File: src/rtl/flash_line_arbiter.sv
// flash_line_arbiter
//
// Shares one QSPI flash line-read engine between two line-fill requesters.
// Port 0 is the instruction cache and port 1 is the data cache / DMA. The block
// arbitrates round-robin and issues one line-aligned read per grant. It then
// counts the returned 32-bit beats and steers them to the owning port.
//
// Optional watchdog: define FLASH_ARB_TIMEOUT_EN to enable it. A stalled read
// is then aborted after TIMEOUT cycles without sequencer progress. Without the
// macro, rd_abort, err0 and err1 are tied low.
//
// Ports:
//   HCLK, HRESETn        clock, asynchronous active-low reset
//   req0/req1            line-fill requests (held until own last beat or err)
//   addr0/addr1          requested byte addresses, sampled at grant
//   gnt0/gnt1            ownership, high from issue through last beat
//   valid0/1, last0/1    beat strobe / final beat, routed to the owner only
//   err0/err1            one-cycle abort pulse to the owner
//   rdata                beat data (zero when no beat is being routed)
//   rd_req/rd_addr       line read request to the sequencer (held until rd_ack)
//   rd_ack               sequencer accepted the request
//   rd_valid/rd_data     beat stream from the sequencer
//   rd_abort             one-cycle abort to the sequencer
//   dbg_state            current FSM state (0 IDLE, 1 ISSUE, 2 XFER)
//
// Handshake: rd_req/rd_addr are a valid/ready pair with rd_ack as ready. The
// request is held stable until accepted. Beats (rd_valid) carry no back-pressure
// and are accepted whenever they arrive during ISSUE-with-ack or XFER.
module flash_line_arbiter #(
  parameter int unsigned ADDR_W  = 24,
  parameter int unsigned BEATS   = 4,
  parameter int unsigned TIMEOUT = 255
) (
  input  logic              HCLK,
  input  logic              HRESETn,
  input  logic              req0,
  input  logic              req1,
  input  logic [ADDR_W-1:0] addr0,
  input  logic [ADDR_W-1:0] addr1,
  output logic              gnt0,
  output logic              gnt1,
  output logic              valid0,
  output logic              valid1,
  output logic              last0,
  output logic              last1,
  output logic              err0,
  output logic              err1,
  output logic [31:0]       rdata,
  output logic              rd_req,
  output logic [ADDR_W-1:0] rd_addr,
  input  logic              rd_ack,
  input  logic              rd_valid,
  input  logic [31:0]       rd_data,
  output logic              rd_abort,
  output logic [1:0]        dbg_state
);

  localparam int unsigned CntW = $clog2(BEATS);
  localparam int unsigned OffW = $clog2(BEATS * 4);
  localparam logic [ADDR_W-1:0] LineMask = {ADDR_W{1'b1}} << OffW;

  if (BEATS < 2 || BEATS > 16 || (BEATS & (BEATS - 1)) != 0 || TIMEOUT < 1) begin : g_param_check
    $error("flash_line_arbiter: BEATS must be a power of two in 2..16 and TIMEOUT >= 1");
  end

  typedef enum logic [1:0] {IDLE = 2'd0, ISSUE = 2'd1, XFER = 2'd2} state_e;

  state_e            state_q, state_d;
  logic              owner_q, owner_d;
  logic              last_gnt_q, last_gnt_d;
  logic [ADDR_W-1:0] addr_q, addr_d;
  logic [CntW-1:0]   beat_q, beat_d;
  logic              gnt0_q, gnt0_d;
  logic              gnt1_q, gnt1_d;
  logic              rd_req_q, rd_req_d;
  logic              win;
  logic              beat_acc;
  logic              beat_last;
  logic              timeout_hit;

  // A beat that arrives together with rd_ack already belongs to this line.
  assign beat_acc  = rd_valid && ((state_q == XFER) || ((state_q == ISSUE) && rd_ack));
  assign beat_last = beat_acc && (beat_q == CntW'(BEATS - 1));

`ifdef FLASH_ARB_TIMEOUT_EN
  localparam int unsigned WdW = $clog2(TIMEOUT + 1);
  logic [WdW-1:0] wd_q, wd_d;
  logic           busy;
  logic           progress;

  assign busy     = (state_q != IDLE);
  assign progress = rd_ack || rd_valid;
  // Fires in the cycle in which the count would reach TIMEOUT.
  assign timeout_hit = busy && !progress && (wd_q == WdW'(TIMEOUT - 1));

  always_comb begin
    wd_d = '0;
    if (busy && !progress && !timeout_hit) begin
      wd_d = wd_q + 1'b1;
    end
  end

  // Held at zero in IDLE, so entry to ISSUE always starts from a clean count.
  always_ff @(posedge HCLK or negedge HRESETn) begin
    if (!HRESETn) begin
      wd_q <= '0;
    end else begin
      wd_q <= wd_d;
    end
  end

  assign rd_abort = timeout_hit;
  assign err0     = timeout_hit && !owner_q;
  assign err1     = timeout_hit && owner_q;
`else
  assign timeout_hit = 1'b0;
  assign rd_abort    = 1'b0;
  assign err0        = 1'b0;
  assign err1        = 1'b0;
`endif

  always_comb begin
    state_d    = state_q;
    owner_d    = owner_q;
    last_gnt_d = last_gnt_q;
    addr_d     = addr_q;
    beat_d     = beat_q;
    gnt0_d     = gnt0_q;
    gnt1_d     = gnt1_q;
    rd_req_d   = rd_req_q;
    win        = 1'b0;
    case (state_q)
      IDLE: begin
        if (req0 || req1) begin
          // On a tie the port that did not own the last line wins.
          win      = (req0 && req1) ? ~last_gnt_q : req1;
          owner_d  = win;
          addr_d   = (win ? addr1 : addr0) & LineMask;
          beat_d   = '0;
          gnt0_d   = ~win;
          gnt1_d   = win;
          rd_req_d = 1'b1;
          state_d  = ISSUE;
        end
      end
      ISSUE: begin
        if (rd_ack) begin
          rd_req_d = 1'b0;
          state_d  = XFER;
        end
        if (beat_acc) begin
          beat_d = beat_q + 1'b1;
        end
      end
      XFER: begin
        if (beat_last) begin
          gnt0_d     = 1'b0;
          gnt1_d     = 1'b0;
          beat_d     = '0;
          last_gnt_d = owner_q;
          state_d    = IDLE;
        end else if (beat_acc) begin
          beat_d = beat_q + 1'b1;
        end
      end
      default: state_d = IDLE;
    endcase
    if (timeout_hit) begin
      gnt0_d     = 1'b0;
      gnt1_d     = 1'b0;
      rd_req_d   = 1'b0;
      beat_d     = '0;
      last_gnt_d = owner_q;
      state_d    = IDLE;
    end
  end

  always_ff @(posedge HCLK or negedge HRESETn) begin
    if (!HRESETn) begin
      state_q    <= IDLE;
      owner_q    <= 1'b0;
      last_gnt_q <= 1'b1;
      addr_q     <= '0;
      beat_q     <= '0;
      gnt0_q     <= 1'b0;
      gnt1_q     <= 1'b0;
      rd_req_q   <= 1'b0;
    end else begin
      state_q    <= state_d;
      owner_q    <= owner_d;
      last_gnt_q <= last_gnt_d;
      addr_q     <= addr_d;
      beat_q     <= beat_d;
      gnt0_q     <= gnt0_d;
      gnt1_q     <= gnt1_d;
      rd_req_q   <= rd_req_d;
    end
  end

  assign gnt0      = gnt0_q;
  assign gnt1      = gnt1_q;
  assign rd_req    = rd_req_q;
  assign rd_addr   = addr_q;
  assign valid0    = beat_acc && !owner_q;
  assign valid1    = beat_acc && owner_q;
  assign last0     = beat_last && !owner_q;
  assign last1     = beat_last && owner_q;
  assign rdata     = beat_acc ? rd_data : 32'h0;
  assign dbg_state = state_q;

endmodule

File: config.mk
export PLATFORM = sky130hd
export DESIGN_NAME = flash_line_arbiter
export DESIGN_NICKNAME = d
export VERILOG_FILES = /design/src/rtl/flash_line_arbiter.sv
export SDC_FILE = /design/constraint.sdc
export NUM_CORES = 1
export LEC_CHECK = 0
export CORE_MARGIN = 8
export CORE_UTILIZATION = 29
export CTS_BUF_LIST = sky130_fd_sc_hd__clkbuf_16
export DETAILED_ROUTE_END_ITERATION = 6
export PLACE_DENSITY = 0.77
export SLEW_MARGIN = 40
export SYNTH_ARGS = -nofsm -noshare
export SYNTH_HDL_FRONTEND = slang
export SYNTH_SLANG_ARGS = --single-unit
File: constraint.sdc
create_clock -name HCLK -period 1.7 [get_ports HCLK]
set_clock_uncertainty 0.15 [all_clocks]
set_input_delay 0.17 -clock HCLK [delete_from_list [all_inputs] [get_ports HCLK]]
set_output_delay 0.17 -clock HCLK [all_outputs]
set_load 0.02 [all_outputs]
==> results of run 1 <==
==> layer usage <==
layer	track usage [%]	vias up	wire length (um)
li1	-	930	-
met1	14.3	846	2370
met2	24.6	103	3350
met3	5.98	6	968
met4	3.77	0	55
met5	0	-	0
==> sequential cells by signal (all words and copies together) (netlist names) <==
register and flops:
beat_q 2, dbg_state 2, gnt0 1, gnt1 1, last_gnt_q 1, owner_q 1
rd_addr 20, rd_req 1
==> worst register-to-register path: cells and delay by family (launching register included) <==
| family | cells | cell delay, ps |
|---|---|---|
| AO/OA/AOI/OAI | 2 | 500 |
| flip-flops | 1 | 390 |
| buffers and inverters | 3 | 300 |
| AND/OR/NAND/NOR | 1 | 160 |
| adder cells (fa/ha/maj) | 1 | 150 |
==> cell type report <==
type	count	share of cell area, %
clock inverters	3	1.73
inverters	6	0.598
flip-flops and latches	29	19.4
repair buffers	162	43.5
multi-input cells	140	29.0
clock buffers	5	3.32
well taps	77	2.56
==> through the flow <==
step / total power, mW / util, % / area (um^2) / setup slack, ps
2_1_floorplan: 2.86 / - / 1940 / -29.8
3_3_place_gp: 4.25 / 55.7 / 3450 / -550
3_5_place_dp: 4.31 / 55.7 / 3450 / -572
4_1_cts: 5.65 / 59.3 / 3680 / -345
5_1_grt: 6.02 / 60.7 / 3770 / -369
6_report: 5.67 / 60.7 / 3770 / -332
==> cells by family (layout without fill, tap and decap cells) <==
group / Yosys count / in the layout / synth area share (%)
buffers and inverters: 24 / 176 / 8.84
muxes: 24 / 24 / 13.4
and+or+nand+nor: 65 / 65 / 20.1
other: 1 / 7 / 0.205
AOI/OAI and AO/OA: 38 / 38 / 13.6
DFF: 29 / 29 / 39.8
adders and majority gates: 6 / 6 / 4.11
==> where the power goes <==
group	total, mW	switching (mW)	internal [mW]
logic	3.32	1.55	1.77
clock network	1.14	0.301	0.835
registers	1.22	0.207	1.01
==> synthesized netlist by cell type, types with 3 or more instances <==
cell type,instances
and2_1,34
mux2_1,3
dfrtp_1,28
inv_1,6
mux2i_1,21
o21ai_1,23
ha_1,6
buf_2,3
buf_4,8
buf_6,5
nand2_1,22
==> worst min path at each step <==
stage / slack [ps] / end / start
after global placement: 320 / rd_addr[15] / rd_addr[15]
after floorplan: -280 / beat_q[0] / HRESETn
after CTS: 160 / rd_addr[19] / HRESETn
after detailed placement: 330 / rd_addr[12] / rd_addr[12]
after global routing: 180 / rd_addr[19] / HRESETn
final: 150 / rd_addr[19] / HRESETn
==> repair_timing <==
action,in CTS,in global routing
cloned,1,0
endpoints found under the setup margin,41,41
resized for setup,198,23
buffers inserted,2,3
pin swaps,2,3
==> impl_metrics.tcl, run 1 <==
set metrics [dict create \
    vias 1885 \
    critPathSlowestCell "dfrtp_2" \
    cp.buffers_inverters 2 \
    ys.flop_type "dfrtp_1" \
    setup_tns_ps -10060 \
    synth_top_area_cell "dfrtp_1" \
    cts_max_level 2 \
    synth_cells 187 \
    max-clock-path-buffers 2 \
    areaGrowthSynthToFinish_pct 106 \
    fp.dieArea_mm2 0.00909 \
    crit_cells 6 \
    synth_seq_area_share_pct 39.8 \
    yosys.cell_types.count 34 \
    min_path_type "in2async" \
    rsz0062_at_grt "yes" \
    synth_edf_count 0 \
    grt-ovfl-total 0 \
    max_clock_freq_mhz 492 \
    violations "negative setup slack" \
    tritoncts "built" \
    io_buffers 138 \
    final_common_cell "clkdlybuf4s50_1" \
    die_h_um 95.4 \
    setup_viol 40 \
    cts.sinks 29 \
    dp_cells 410 \
    finalHoldViolCount 0 \
    fin_crit_ps 2030 \
    layout_setup_ws_ps -332 \
    endpoint "valid1" \
    report.final.slew_viol_count 0 \
    grt_pass1_wl_um 9790 \
    outcome "finished, violations left" \
    ys_ff_latch 29 \
    drive_above_1_share_pct 33.3 \
    fillers 546 \
    cpPeakStageDelay_ps 430 \
    hold_buffers 0 \
    multiInputGateArea_mm2 0.00109 \
    clk_pin_slew_ps 50 \
    critPathTopFamily "flip-flops" \
    cp-startpoint "dbg_state[0]" \
    initial_core_util_pct 29.4 \
    syn_area_per_cell_um2 9.77 \
    ios 154 \
    reg2reg_from "dbg_state[0]" \
    reg2reg_depth 7 \
    drt_wl_total_um 6740 \
    leakage_nw 1.77 \
    r2r_slack_ps -60 \
    synth_area_mm2 0.00183 \
    crit_required_ps 1380 \
    powerDensity_mw_per_mm2 1510 \
    async_flop_share_pct 100 \
    synthTopCellsByArea "dfrtp_1 38%, and2_1 12%, mux2i_1 12%, o21ai_1 6.3%, nand2_1 4.5%" \
    avgRoutedWirePerCell_um 16.0 \
    ff_latch_area_um2 729 \
    place.gp.congestion 0.863 \
    cp_max_fo 18 \
    whs_ps 145 \
    end_kind "output pin" \
    coreArea_mm2 0.00620 \
    core.rowCount 29 \
    crit_chain "ha_4 -> and2_4 -> o21a_4 -> buf_16 -> and2_2 -> buf_2" \
    final_antenna_net_count 0 \
    drv_cap 0 \
    fin_cells 422 \
    root_buffer "clkbuf_16" \
    route.detailed.drc 0 \
    fin_crit_sh_pct 120 \
    synth_top_area_share_pct 38.4 \
    ir_drop_v 0.00102 \
    n_antenna_cell 0 \
    drt_iter0_drc 25 \
    cp.arrival_ps 1710 \
    dp_hpwl_um 5390 \
    grt_max_degree 30 \
    vias_per_cell 4.47 \
    final_nets 436 \
    cts_made_buffers 5 \
    cp-start-kind "register" \
    crit_type "reg2out" \
    synth_warnings 0 \
    die_w_um 95.4 \
    worstReg2RegEnd "beat_q[1]" \
    layout_common_cells "100 x clkdlybuf4s50_1, 35 x buf_6, 26 x dfrtp_1" \
    antenna_found_initial 0 \
    grt_usage_pct 13.7 \
    first_pass_iters 4 \
    clk_latency_ps 270 \
    grt_pass1_vias 1946 \
]
No activity file was read; power rests on OpenSTA's default activity.
==> run 2, diff against run 1 <==
--- a/config.mk
+++ b/config.mk
@@ -8,6 +8,7 @@
 export CORE_MARGIN = 8
 export CORE_UTILIZATION = 29
 export CTS_BUF_LIST = sky130_fd_sc_hd__clkbuf_16
+export CTS_CLUSTER_SIZE = 8
 export DETAILED_ROUTE_END_ITERATION = 6
 export PLACE_DENSITY = 0.77
 export SLEW_MARGIN = 40
==> results of run 2 <==
Same layout as run 1: the final DEF is identical, and so are final timing and power.
